===== src/rtl/apb_pkg.sv =====
// Shared APB slave definitions: bus widths, FSM encoding and special word indices.
package apb_pkg;

    localparam int unsigned APB_DW = 32;
    localparam int unsigned APB_AW = 32;

    localparam logic [1:0] ST_IDLE = 2'd0;
    localparam logic [1:0] ST_WAIT = 2'd1;
    localparam logic [1:0] ST_DONE = 2'd2;

    localparam logic [3:0] REG_WAIT  = 4'd14;
    localparam logic [3:0] REG_COUNT = 4'd15;

    typedef logic [APB_DW-1:0] apb_data_t;
    typedef logic [APB_AW-1:0] apb_addr_t;

endpackage


===== src/rtl/apb_regfile.sv =====
// 16-word register file: 14 general words, 4-bit WAIT field and read-only transfer COUNT.
module apb_regfile
    import apb_pkg::*;
#(
    parameter logic [3:0] WAIT_RESET = 4'd2
) (
    input  logic            clk,
    input  logic            rst,
    input  logic            we,
    input  logic [3:0]      waddr,
    input  apb_data_t       wdata,
    input  logic            inc,
    input  logic [3:0]      raddr,
    output apb_data_t       rdata,
    output logic [3:0]      wait_val
);

    apb_data_t  gp_q [0:13];
    logic [3:0] wait_q;
    apb_data_t  count_q;

    // COUNT only ever follows inc, so a same-edge write to it is simply dropped.
    always_ff @(posedge clk or posedge rst) begin
        if (rst) begin
            for (int unsigned i = 0; i < 14; i++) begin
                gp_q[i] <= '0;
            end
            wait_q  <= WAIT_RESET;
            count_q <= '0;
        end else begin
            for (int unsigned i = 0; i < 14; i++) begin
                if (we && (waddr == 4'(i))) begin
                    gp_q[i] <= wdata;
                end
            end
            if (we && (waddr == REG_WAIT)) begin
                wait_q <= wdata[3:0];
            end
            if (inc) begin
                count_q <= count_q + 32'd1;
            end
        end
    end

    always_comb begin
        rdata = '0;
        for (int unsigned i = 0; i < 14; i++) begin
            if (raddr == 4'(i)) begin
                rdata = gp_q[i];
            end
        end
        if (raddr == REG_WAIT) begin
            rdata = {28'd0, wait_q};
        end
        if (raddr == REG_COUNT) begin
            rdata = count_q;
        end
    end

    assign wait_val = wait_q;

endmodule


===== src/rtl/apb_wait_slave.sv =====
// APB slave with programmable wait states; owns the transfer FSM and registered outputs.
module apb_wait_slave
    import apb_pkg::*;
#(
    parameter logic [31:0] BASE_ADDR   = 32'h0000_0000,
    parameter logic [3:0]  WAIT_STATES = 4'd2
) (
    input  logic        Pclk,
    input  logic        Preset,
    input  logic        Psel,
    input  logic        Penable,
    input  logic        Pwrite,
    input  logic [31:0] Paddr,
    input  logic [31:0] Pdata,
    output logic [31:0] Prdata,
    output logic        Pready
);

    logic [1:0] state_q;
    logic [3:0] cnt_q;
    logic       hit;
    logic       setup;
    logic       complete;
    logic       rf_we;
    apb_data_t  rf_rdata;
    apb_data_t  rd_word;
    logic [3:0] wait_val;
    logic       unused_addr_bits;

    assign hit      = (Paddr[31:6] == BASE_ADDR[31:6]);
    assign setup    = Psel & ~Penable;
    assign complete = (state_q == ST_DONE) & Psel & Penable & Pready;
    assign rf_we    = complete & Pwrite & hit;
    assign rd_word  = hit ? rf_rdata : '0;
    assign unused_addr_bits = ^Paddr[1:0];

    apb_regfile #(
        .WAIT_RESET (WAIT_STATES)
    ) u_regfile (
        .clk      (Pclk),
        .rst      (Preset),
        .we       (rf_we),
        .waddr    (Paddr[5:2]),
        .wdata    (Pdata),
        .inc      (complete),
        .raddr    (Paddr[5:2]),
        .rdata    (rf_rdata),
        .wait_val (wait_val)
    );

    always_ff @(posedge Pclk or posedge Preset) begin
        if (Preset) begin
            state_q <= ST_IDLE;
            cnt_q   <= '0;
            Prdata  <= '0;
            Pready  <= 1'b0;
        end else begin
            case (state_q)
                ST_IDLE: begin
                    Pready <= 1'b0;
                    if (setup) begin
                        cnt_q <= wait_val;
                        if (wait_val == 4'd0) begin
                            state_q <= ST_DONE;
                            Pready  <= 1'b1;
                            if (!Pwrite) begin
                                Prdata <= rd_word;
                            end
                        end else begin
                            state_q <= ST_WAIT;
                        end
                    end
                end
                ST_WAIT: begin
                    if (!Psel) begin
                        state_q <= ST_IDLE;
                        Pready  <= 1'b0;
                    end else begin
                        cnt_q <= cnt_q - 4'd1;
                        if (cnt_q == 4'd1) begin
                            state_q <= ST_DONE;
                            Pready  <= 1'b1;
                            if (!Pwrite) begin
                                Prdata <= rd_word;
                            end
                        end
                    end
                end
                ST_DONE: begin
                    // Completion and abort both leave DONE; commit/count hang off 'complete'.
                    state_q <= ST_IDLE;
                    Pready  <= 1'b0;
                end
                default: begin
                    state_q <= ST_IDLE;
                    Pready  <= 1'b0;
                end
            endcase
        end
    end

endmodule


===== config.mk =====
export PLATFORM = sky130hd
export DESIGN_NAME = apb_wait_slave
export DESIGN_NICKNAME = d
export VERILOG_FILES = /design/src/rtl/apb_pkg.sv /design/src/rtl/apb_regfile.sv /design/src/rtl/apb_wait_slave.sv
export SDC_FILE = /design/constraint.sdc
export NUM_CORES = 1
export LEC_CHECK = 0
export ABC_AREA = 1
export ABC_CLOCK_PERIOD_IN_PS = 17100
export CORE_MARGIN = 2
export CORE_UTILIZATION = 36
export CTS_BUF_LIST = sky130_fd_sc_hd__clkbuf_4 sky130_fd_sc_hd__clkbuf_8 sky130_fd_sc_hd__clkbuf_16
export DETAILED_ROUTE_END_ITERATION = 7
export PLACE_DENSITY = 0.52
export SLEW_MARGIN = 30
export SYNTH_ARGS = -nofsm -noshare
export SYNTH_HDL_FRONTEND = slang
export SYNTH_HIERARCHICAL = 1
export SYNTH_SLANG_ARGS = --single-unit

===== constraint.sdc =====
create_clock -name Pclk -period 17.1 [get_ports Pclk]
set_clock_uncertainty 0.15 [all_clocks]
set_input_delay 2.565 -clock Pclk [delete_from_list [all_inputs] [get_ports Pclk]]
set_output_delay 2.565 -clock Pclk [all_outputs]
set_load 0.01 [all_outputs]

==> results of run 1 <==
area by class of cell:
type	instances	area share
tap	855	0.0393
inverter	180	0.0253
sequential	523	0.481
antenna	1	0.0000920
clock inverter	13	0.00630
multi-input combinational	2031	0.339
timing repair buffer	131	0.0458
clock buffer	88	0.0632
metrics by stage:
stage	utilization	worst slack, ps	total power, W	hold slack, ps
floorplan	-	881	0.00133	295
global placement	0.390	11100	0.00138	307
detailed placement	0.391	11100	0.00139	315
CTS	0.420	11700	0.00264	329
global route	0.420	11390	0.00269	350
finish	0.420	11660	0.00260	325
cell usage in the layout (no fill, tap or decap), drive strengths merged:
| master | synthesis | final |
|---|---|---|
| a21boi | 1 | 1 |
| a21oi | 41 | 41 |
| a22oi | 1 | 1 |
| and2 | 1 | 1 |
| and3 | 2 | 2 |
| buf | 31 | 32 |
| bufinv | 0 | 4 |
| clkbuf | 144 | 88 |
| clkdlybuf4s50 | 0 | 99 |
| clkinv | 0 | 8 |
| clkinvlp | 0 | 1 |
| dfrtp | 522 | 522 |
| dfstp | 1 | 1 |
| diode | 0 | 1 |
| ha | 3 | 3 |
| inv | 180 | 180 |
| nand2 | 1037 | 1037 |
| nand3 | 120 | 120 |
| nand4 | 68 | 68 |
| nor2 | 173 | 173 |
| nor3 | 17 | 17 |
| o211ai | 2 | 2 |
| o21ai | 471 | 471 |
| or2 | 63 | 63 |
| xnor2 | 14 | 14 |
| xor2 | 17 | 17 |
logic make-up after synthesis:
group	Yosys count	synth area share
AO/OA/AOI/OAI	516	0.110
XOR/XNOR	31	0.0115
adder cells (fa/ha/maj)	3	0.00159
buffers and inverters	355	0.0604
flip-flops	523	0.554
AND/OR/NAND/NOR	1481	0.263
per-layer routing:
metal / up-vias / GRT usage / wire length (µm)
li1: 9302 / - / -
met1: 9277 / 0.284 / 30800
met2: 442 / 0.313 / 30200
met3: 82 / 0.0326 / 3680
met4: 2 / 0.0403 / 1100
met5: - / 0 / 12
cell usage after synthesis (17+ instances only):
master    instances  share of area
nor2_1          161          0.026
nand4_1          67          0.018
or2_2            39          0.010
nand3_1         117          0.025
dfrtp_1         522           0.55
buf_2            20         0.0042
xor2_1           17         0.0063
inv_1           171          0.027
nand2_1        1032           0.16
o21ai_0         466          0.099
clkbuf_1        144          0.023
a21oi_1          41         0.0087
report_power, final:
group,leakage [nW],total [W],switching [W],internal (W)
sequential,7.28,0.00124,0.00000285,0.00124
clock,0.957,0.00124,0.000493,0.000745
combinational,4.36,0.000118,0.0000880,0.0000301
total,12.6,0.00260,0.000584,0.00202
worst min-delay path: stages (launching register included):
cell and delay, ps:
dfrtp_1 340, nand2_1 50, nand2_1 50
state kept, by name, indices dropped and copies added, names as in the netlist:
signal	flops
u_regfile/count_q	32
state_q	2
u_regfile/gp_q	448
Prdata	32
cnt_q	4
u_regfile/wait_val	4
Pready	1
worst max-delay path by stage:
stage / cells after the start / endpoint / slack, ps
after floorplan: 1 / u_regfile/count_q[0] / 880
after global placement: 16 / Prdata[10] / 11100
after detailed placement: 16 / Prdata[10] / 11100
after CTS: 16 / Prdata[10] / 11700
after global routing: 17 / Prdata[10] / 11390
final: 16 / Prdata[10] / 11660
==> metrics.txt, run 1 <==
post-route clock period utilization 0.318; fin crit period 5440 ps; CTS Buf Count 55; # setup viols final 0; router iterations before antenna repair 5; remaining global-route overflow 0; Die X around 260 µm; root buf cell clkbuf_16; worst hold endpoint Prdata[31]; vias after detailed routing about 19000; RSZ-0062 raised after global routing no; pin slew with the least headroom to its limit between 800 and 900 ps; Worst VDD drop 0.0000648 V; area occupied by multi-input gates 0.00921 mm²; hold path startpoint Prdata[31]; Hold Path Depth 2; drt wl/cell 17.2 µm; CP Capture Type register; Starting Density 0.365; antenna violations before repair 2; placed cells 3720; Overall Global Routing Usage 0.197; row cnt 93; Setup CP Type in -> reg; Top cell by count, worst path nand2_1; largest net degree at the start of global routing 132; clock slew at reported path FFs 60 ps; Port Buffers 99; CP cell instances clkdlybuf4s50_1, nand2_4, nor2_2, buf_4, nand2_1, nand2_1, inv_1, nand4_1, o21ai_0, nand4_1, nand2_1, nand3_1, nand2_1, nand2_1, nand3_1, nand2_1; Area growth syn-to-layout 15.0%; Setup TNS 0 ps; reg2reg end u_regfile/gp_q[188]; Register Area approximately 0.013 mm²; worst min-delay path class reg -> reg; CP max stage delay 850 ps; Final Cell Area 0.0272 mm²; number of clock sinks 523; post-synthesis cell count 2909; layout cells sized above 1 0.0775; Critical path origin Paddr[4]; leakage power 12.6 nW; final std cells w/o fill 3822; H-tree lvl count 2; Post-synth EDFFs 0; placed cell area 0.0253 mm²; flop2flop setup slack between 10000 and 15000 ps; CTS tree built; max-cap viol count 0; Top FF cell, synth dfrtp_1; core area approximately 0.065 mm²; Final #Nets 2994; DP HPWL 41500 µm; Post-CTS Resized 0; CTS Buffer Depth 3; async set-reset flop share out of synthesis 1.00; Crit path buffers/inverters 3; critical path launch point type primary input; delay-heaviest family, CP simple AND/OR/NAND/NOR gates; Netlist cell types 36; pwr/cell area between 90 and 100 mW/mm²; # DRC 0; final slew viol count 0; Final ANT Viol Nets 0; Final Hold Viols 0; Vias/cell 5.00; vias in the first global route 18100; clk_lat worst skew 600 ps; register area share after synthesis 0.554; fill cell count 6551; die extent in y roughly 260 µm; Ys Warns 6; starting DRC count in detailed routing between 1500 and 2000; Max Clk Rate 0.184 GHz; Routability Congestion 0.830; CP max stage cell clkdlybuf4s50_1; critical path data required time 17490 ps; flops & latches, synth 523; Net Count, Synth roughly 3000; status finished clean; Slew Limit Headroom 0.441; Post-Route WL 65800 µm; reg2reg path depth 9; total die area 0.0677 mm²; setup bufs post-CTS 0; syn avg cell area 8.13 µm²; global-route wire length before repair 105000 µm; RR Startpoint state_q[0]; cts hold-fix bufs 0; # IOs roughly 100; Arr. time, crit path around 6000 ps; Mapped Area 0.0236 mm²; CP max FO 22
Note: power is estimated with default switching activity, not from simulation.
==> inputs of run 2 (changes only) <==
--- a/config.mk
+++ b/config.mk
@@ -6,7 +6,7 @@
 export NUM_CORES = 1
 export LEC_CHECK = 0
 export ABC_AREA = 1
-export ABC_CLOCK_PERIOD_IN_PS = 17100
+export ABC_CLOCK_PERIOD_IN_PS = 4800
 export CORE_MARGIN = 2
 export CORE_UTILIZATION = 36
 export CTS_BUF_LIST = sky130_fd_sc_hd__clkbuf_4 sky130_fd_sc_hd__clkbuf_8 sky130_fd_sc_hd__clkbuf_16
==> constraint.sdc (replaced) <==
create_clock -name Pclk -period 4.8 [get_ports Pclk]
set_clock_uncertainty 0.15 [all_clocks]
set_input_delay 0.72 -clock Pclk [delete_from_list [all_inputs] [get_ports Pclk]]
set_output_delay 0.72 -clock Pclk [all_outputs]
set_load 0.01 [all_outputs]
==> metrics.txt, run 2 (synthesis results as in run 1) <==
status finished clean; DP HPWL approximately 43000 µm; vias after detailed routing 19100; RSZ-0062 raised after global routing no; CP cell instances clkdlybuf4s50_1, nand2_1, nor2_2, inv_1, or2_2, nand2_1, nand4_1, nor3_1, nand4_1, nand3_1, nand2_1; Port Buffers 99; fin crit period 3340 ps; layout cells sized above 1 0.0821; Worst VDD drop 0.000271 V; commonest non-fill, non-tap cell in the layout nand2_1; H-tree lvl count 2; CP max stage cell clkdlybuf4s50_1; Starting Density 0.365; CP Capture Type register; CTS Buffer Depth 3; die extent in y 260 µm; Final Hold Viols 0; max-cap viol count 0; critical path launch point type primary input; Routability Congestion 0.831; CTS Buf Count 56; Area growth syn-to-layout 15.6%; post-route clock period utilization 0.697; Overall Global Routing Usage 0.194; antenna violations before repair 1; RR Startpoint state_q[0]; Critical path origin Paddr[3]; drt wl/cell 16.9 µm; Post-Route WL 64800 µm; Final Util 0.422; starting DRC count in detailed routing 1626; clock slew at reported path FFs 60 ps; Vias/cell around 5.0; root buf cell clkbuf_16; Post-CTS Resized 0; largest net degree at the start of global routing between 70 and 80; pwr/cell area 335 mW/mm²; number of clock sinks ~520; row cnt 93; fill cell count ~6500; remaining global-route overflow 0; # DRC 0; Setup TNS 0 ps; Max Clk Rate 0.299 GHz; core area 0.0647 mm²; CP max stage delay ~700 ps; worst hold slack 312 ps; vias in the first global route 18100; max reg flops 448; Top cell by count, worst path nand2_1; Setup CP Type in -> reg; # IOs 102; # setup viols final 0; total die area 0.0677 mm²; CTS tree built; largest reg by FF count u_regfile/gp_q; global-route wire length before repair 104000 µm; setup bufs post-CTS 0; router iterations before antenna repair 5; Slew Limit Headroom 0.465; Die X about 260 µm; cts hold-fix bufs 0; leakage power 12.6 nW; Final ANT Viol Nets 0; worst min-delay path class in -> async; final slew viol count 0; most frequent cells in the layout nand2_1, dfrtp_1, o21ai_0; Final #Nets between 3000 and 4000; diodes inserted 0; CP max FO 10; biggest regs u_regfile/gp_q: 448 flops, Prdata: 32 flops, u_regfile/count_q: 32 flops; pin slew with the least headroom to its limit 800 ps; Arr. time, crit path approximately 3700 ps; critical path data required time 5130 ps; clk_lat worst skew 610 ps
run 2: cell types whose count changed in the layout (fill, tap and decap cells not counted), sizes merged:
cell	previous run	this run
clkbuf	88	86
inv	180	178
buf	32	50
diode	1	0
clkinv	8	13
bufinv	4	2
run 2: metal layers:
layer | global-route usage | vias up | wire (µm) | share of wire
li1 | - | 9336 | - | -
met1 | 0.284 | 9203 | 30900 | 0.48
met2 | 0.305 | 469 | 29200 | 0.45
met3 | 0.0268 | 81 | 3410 | 0.053
met4 | 0.0467 | 2 | 1320 | 0.020
met5 | 0 | - | 12 | 0.00019
run 2: path summary, 6_finish.rpt:
kind,to,depth (start not counted),slack [ps]
max,Prdata[1],11,1460
min,Prdata[30],2,310
max reg2reg,u_regfile/gp_q[186],11,1850
min reg2reg,u_regfile/gp_q[7],2,330
max in group asynchronous,u_regfile/gp_q[218],3,2780
min in group Pclk,u_regfile/gp_q[7],2,330
run 2: area by class of cell:
type	instances	area, µm²	area share
clock buffer	86	1710	0.0626
inverter	180	679	0.0249
timing repair buffer	149	1470	0.0537
clock inverter	14	131	0.00481
tap	855	1070	0.0391
multi-input combinational	2031	9180	0.336
sequential	523	13100	0.479
run 2: power by group:
part,internal (W),switching [W]
Clock,0.00255,0.00175
Combinational,0.000120,0.000315
Sequential,0.00442,0.0000105
run 2: critical path: cells and delay by family:
family        cells  cell delay [ps]
buf+inv           2              990
simple gates      9             1940
run 2: stage by stage:
| stage | total power, W | cell area [µm²] | cells | setup WS, ps |
|---|---|---|---|---|
| final | 0.00916 | 27300 | 3838 | 1460 |
| after global placement | 0.00495 | 25500 | 3738 | 864 |
| after CTS | 0.00930 | 27300 | 3838 | 1490 |
| after floorplan | 0.00475 | 23600 | 2909 | -2630 |
| after detailed placement | 0.00495 | 25500 | 3738 | 851 |
| after global routing | 0.00953 | 27300 | 3838 | 1230 |
